`config.mk`:
```
export PLATFORM = sky130hd
export DESIGN_NAME = rr_arbiter_4
export DESIGN_NICKNAME = d
export VERILOG_FILES = /design/src/rtl/rr_arbiter_4.sv
export SDC_FILE = /design/constraint.sdc
export NUM_CORES = 1
export LEC_CHECK = 0
export CAP_MARGIN = 15
export CORE_MARGIN = 10
export CORE_UTILIZATION = 59
export CTS_BUF_LIST = sky130_fd_sc_hd__clkbuf_2
export DETAILED_ROUTE_END_ITERATION = 7
export GPL_ROUTABILITY_DRIVEN = 0
export GPL_TIMING_DRIVEN = 0
export PLACE_DENSITY = 0.84
export SLEW_MARGIN = 40
export SYNTH_ARGS = -nofsm -noshare
export SYNTH_HDL_FRONTEND = slang
export SYNTH_SLANG_ARGS = --single-unit
```
`constraint.sdc`:
```
create_clock -name clk -period 3.4 [get_ports clk]
set_input_delay 0.51 -clock clk [delete_from_list [all_inputs] [get_ports clk]]
set_output_delay 0.51 -clock clk [all_outputs]
set_load 0.03 [all_outputs]
```
`src/rtl/rr_arbiter_4.sv`:
```
// Four-requester round-robin arbiter with a hold limit that forces rotation
// when other requesters are waiting. All outputs are registered.
module rr_arbiter_4 #(
  parameter int unsigned MAX_HOLD = 8
) (
  input  logic       clk,
  input  logic       reset,
  input  logic [3:0] req,
  output logic [3:0] gnt,
  output logic [1:0] gnt_idx,
  output logic       busy
);

  localparam int unsigned CntW = $clog2(MAX_HOLD);
  localparam logic [CntW-1:0] CntMax = CntW'(MAX_HOLD - 1);

  typedef enum logic [0:0] {StIdle, StGrant} state_e;

  state_e          state_q;
  logic [1:0]      owner_q;
  logic [1:0]      ptr_q;
  logic [CntW-1:0] hold_q;
  logic [3:0]      gnt_q;
  logic            busy_q;

  logic [3:0] owner_oh;
  logic [3:0] other_req;
  logic       idle_found;
  logic [1:0] idle_w;
  logic       rot_found;
  logic [1:0] rot_w;
  logic       rearb;

  function automatic logic [3:0] decode(input logic [1:0] idx);
    return 4'b0001 << idx;
  endfunction

  // Returns {found, index} of the first set bit scanning upward from start.
  function automatic logic [2:0] search(input logic [3:0] r, input logic [1:0] start);
    logic [2:0] res;
    logic [1:0] idx;
    res = 3'b000;
    for (int k = 3; k >= 0; k--) begin
      idx = start + 2'(k);
      if (r[idx]) res = {1'b1, idx};
    end
    return res;
  endfunction

  always_comb begin
    owner_oh              = decode(owner_q);
    other_req             = req & ~owner_oh;
    {idle_found, idle_w}  = search(req, ptr_q);
    // The current owner is excluded, so a releasing owner cannot win again here.
    {rot_found, rot_w}    = search(other_req, owner_q + 2'd1);
    rearb                 = ~req[owner_q] | ((hold_q == CntMax) & (|other_req));
  end

  always_ff @(posedge clk) begin
    if (reset) begin
      state_q <= StIdle;
      owner_q <= 2'd0;
      ptr_q   <= 2'd0;
      hold_q  <= '0;
      gnt_q   <= 4'b0000;
      busy_q  <= 1'b0;
    end else begin
      unique case (state_q)
        StIdle: begin
          if (idle_found) begin
            state_q <= StGrant;
            owner_q <= idle_w;
            ptr_q   <= idle_w + 2'd1;
            hold_q  <= '0;
            gnt_q   <= decode(idle_w);
            busy_q  <= 1'b1;
          end
        end
        StGrant: begin
          if (rearb) begin
            if (rot_found) begin
              owner_q <= rot_w;
              ptr_q   <= rot_w + 2'd1;
              hold_q  <= '0;
              gnt_q   <= decode(rot_w);
            end else begin
              // owner_q is kept so gnt_idx still shows the last owner.
              state_q <= StIdle;
              gnt_q   <= 4'b0000;
              busy_q  <= 1'b0;
            end
          end else if (hold_q != CntMax) begin
            hold_q <= hold_q + CntW'(1);
          end
        end
        default: state_q <= StIdle;
      endcase
    end
  end

  assign gnt     = gnt_q;
  assign gnt_idx = owner_q;
  assign busy    = busy_q;

  a_gnt_onehot0: assert property (@(posedge clk) $onehot0(gnt));
  a_gnt_decode:  assert property (@(posedge clk) gnt == (busy ? decode(gnt_idx) : 4'b0000));

endmodule

```
==> metrics <==
Max IR drop VDD=0.318 mV; Die W=57.7 um; core area=0.00132 mm2; drc violations=0; # IOs=13; Detail Route Antenna Nets=0; initial core utilization=63.6%; r2r worst-path depth=8; Final nets=132; IO Port Bufs=12; Fin. Hold Viols=0; first-pass GRT wire length=3400 um; root buffer cell=clkbuf_2; mean post-synth cell area=8.14 um2; total number of vias=788; clock buffer count from CTS=3; TNS Setup=0 ns; TritonCTS clock tree=built; 1st-pass router iterations=4; Die ar.=0.00333 mm2; Post-Syn Instances=103; htree depth=1; Syn Std Cell Area=838 um2; Hold Path Class=flop to flop; DR iter-0 viols=21; final wirelength=1990 um; final HPWL from detailed placement=1470 um; clock sink total=13; detail-routed via count per cell=5.88; Tightest Pin Transition=0.628 ns; largest cells by area after synthesis=dfxtp_1 31%, ha_1 9.0%, a21oi_1 7.8%; maximum clock path buffer count=2; RSZ-0062 raised after global routing=no; GRT overflow=0; fmax=0.354 GHz; Crit path arrival time=3.03 ns; largest net degree at the start of global routing=11; vias in the first global route=762; Min-Delay Path Depth=2; # hold bufs at CTS=0; cts repair resizes=0; Max Clock Skew=0.0144 ns; clk slew on worst S/H paths=0.12 ns; Rows=13; WS Path Type=flop to flop; final period utilization=83.0%; Worst Path Required=3.61 ns; Final min period=2.82 ns; Yosys cell types=34; Die Span Y=57.7 um; initial antenna violation count=0; sequential area share after synthesis=31.0%; Clock Latency Late Sink=0.28 ns; max-slew violations=0; worst hold-check slack=0.456 ns; commonest cells after routing, fill and taps aside=13 x a21oi_1, 13 x dfxtp_1, 12 x clkdlybuf4s50_1, 10 x nor2_1, 8 x nand2_1; # setup viols final=0; synthesized net count=115; Ys Warns=0; Synth Register Bits=13; Worst Setup Start Kind=flop; Critical Path End Type=flop; antenna cells=0; worst rel slew slack=58.0%; Routed WL per cell=14.8 um; CP max FO=10; share of layout cells above drive strength 1=10.1%; Lkg Pwr=0.395 nW; Max Cap Viol=0; share of the synthesized area in the top cell type=31.0%; Layout area overhead=19.0%; number of setup buffers added after CTS=0; Total GRT Usage=12.6%; status=finished, final reports clean; power density cells=457 mW/mm2; area leader, netlist=dfxtp_1
[through the flow]
step | util [%] | setup slack (ns) | area, um2 | power (mW) | std cells
6_report | 75.7 | 0.578 | 997 | 0.456 | 134
3_3_place_gp | 74.2 | 0.569 | 977 | 0.367 | 130
5_1_grt | 75.7 | 0.352 | 997 | 0.484 | 134
2_1_floorplan | - | 0.806 | 838 | 0.318 | 103
4_1_cts | 75.7 | 0.591 | 997 | 0.456 | 134
3_5_place_dp | 74.2 | 0.532 | 977 | 0.374 | 130
[Yosys cell counts, drive strengths merged]
cell / n
a21oi: 13
dfxtp: 13
nor2: 10
inv: 8
nand2: 8
o21ai: 7
ha: 6
a211oi: 5
nand2b: 5
nor2b: 3
and2: 2
nand3: 2
or4: 2
a21o: 1
a22o: 1
a2bb2oi: 1
a31oi: 1
a32oi: 1
and2b: 1
buf: 1
mux4: 1
nand3b: 1
nor3: 1
nor3b: 1
nor4: 1
nor4bb: 1
o311ai: 1
o31ai: 1
or2: 1
or3: 1
or3b: 1
xnor2: 1
[per-layer routing]
metal | wire [um] | GRT usage [%]
met1 | 845 | 13.4
met2 | 1010 | 21.9
met3 | 113 | 5.01
met4 | 14 | 4.03
met5 | 0 | 0
[critical path, stage by stage (launching register included)]
cell and delay (ns):
dfxtp_1 0.54, inv_1 0.11, ha_1 0.38, nor4bb_1 0.33
a31oi_1 0.06, o311ai_0 0.12, a2bb2oi_1 0.59, or3b_2 0.49
a21oi_1 0.14
[where the power goes]
group | internal (mW) | switching, mW
logic | 0.0803 | 0.104
registers | 0.170 | 0.0186
clock network | 0.0312 | 0.0527
total | 0.281 | 0.175
[path summary, 6_finish.rpt]
kind,from,end,slack (ns)
worst min register to register,gnt[1],gnt[1],0.46
worst min-delay path,gnt[1],gnt[1],0.46
worst max register to register,gnt_idx[0],gnt[2],0.58
worst max-delay path,gnt_idx[0],gnt[2],0.58
[logic make-up after synthesis]
kind of cell,share of synthesized area (%)
AO/OA/AOI/OAI,24.8
XOR/XNOR,1.04
adder cells (fa/ha/maj),8.95
buffers and inverters,4.18
flip-flops,31.0
multiplexers,2.69
AND/OR/NAND/NOR,27.3
[registers in the layout, indices dropped and copies added (netlist names)]
name / count
gnt_idx: 2
hold_q: 3
gnt: 4
ptr_q: 2
busy: 1
state_q: 1
[cell type report]
type	count	area, um2
plain buffers	1	5.00
clock buffers	4	20.0
fillers	109	320
inverters	8	30.0
multi-input cells	81	543
flip-flops and latches	13	260
well taps	15	18.8
repair buffers	12	120
(Power assumes the default switching activity.)
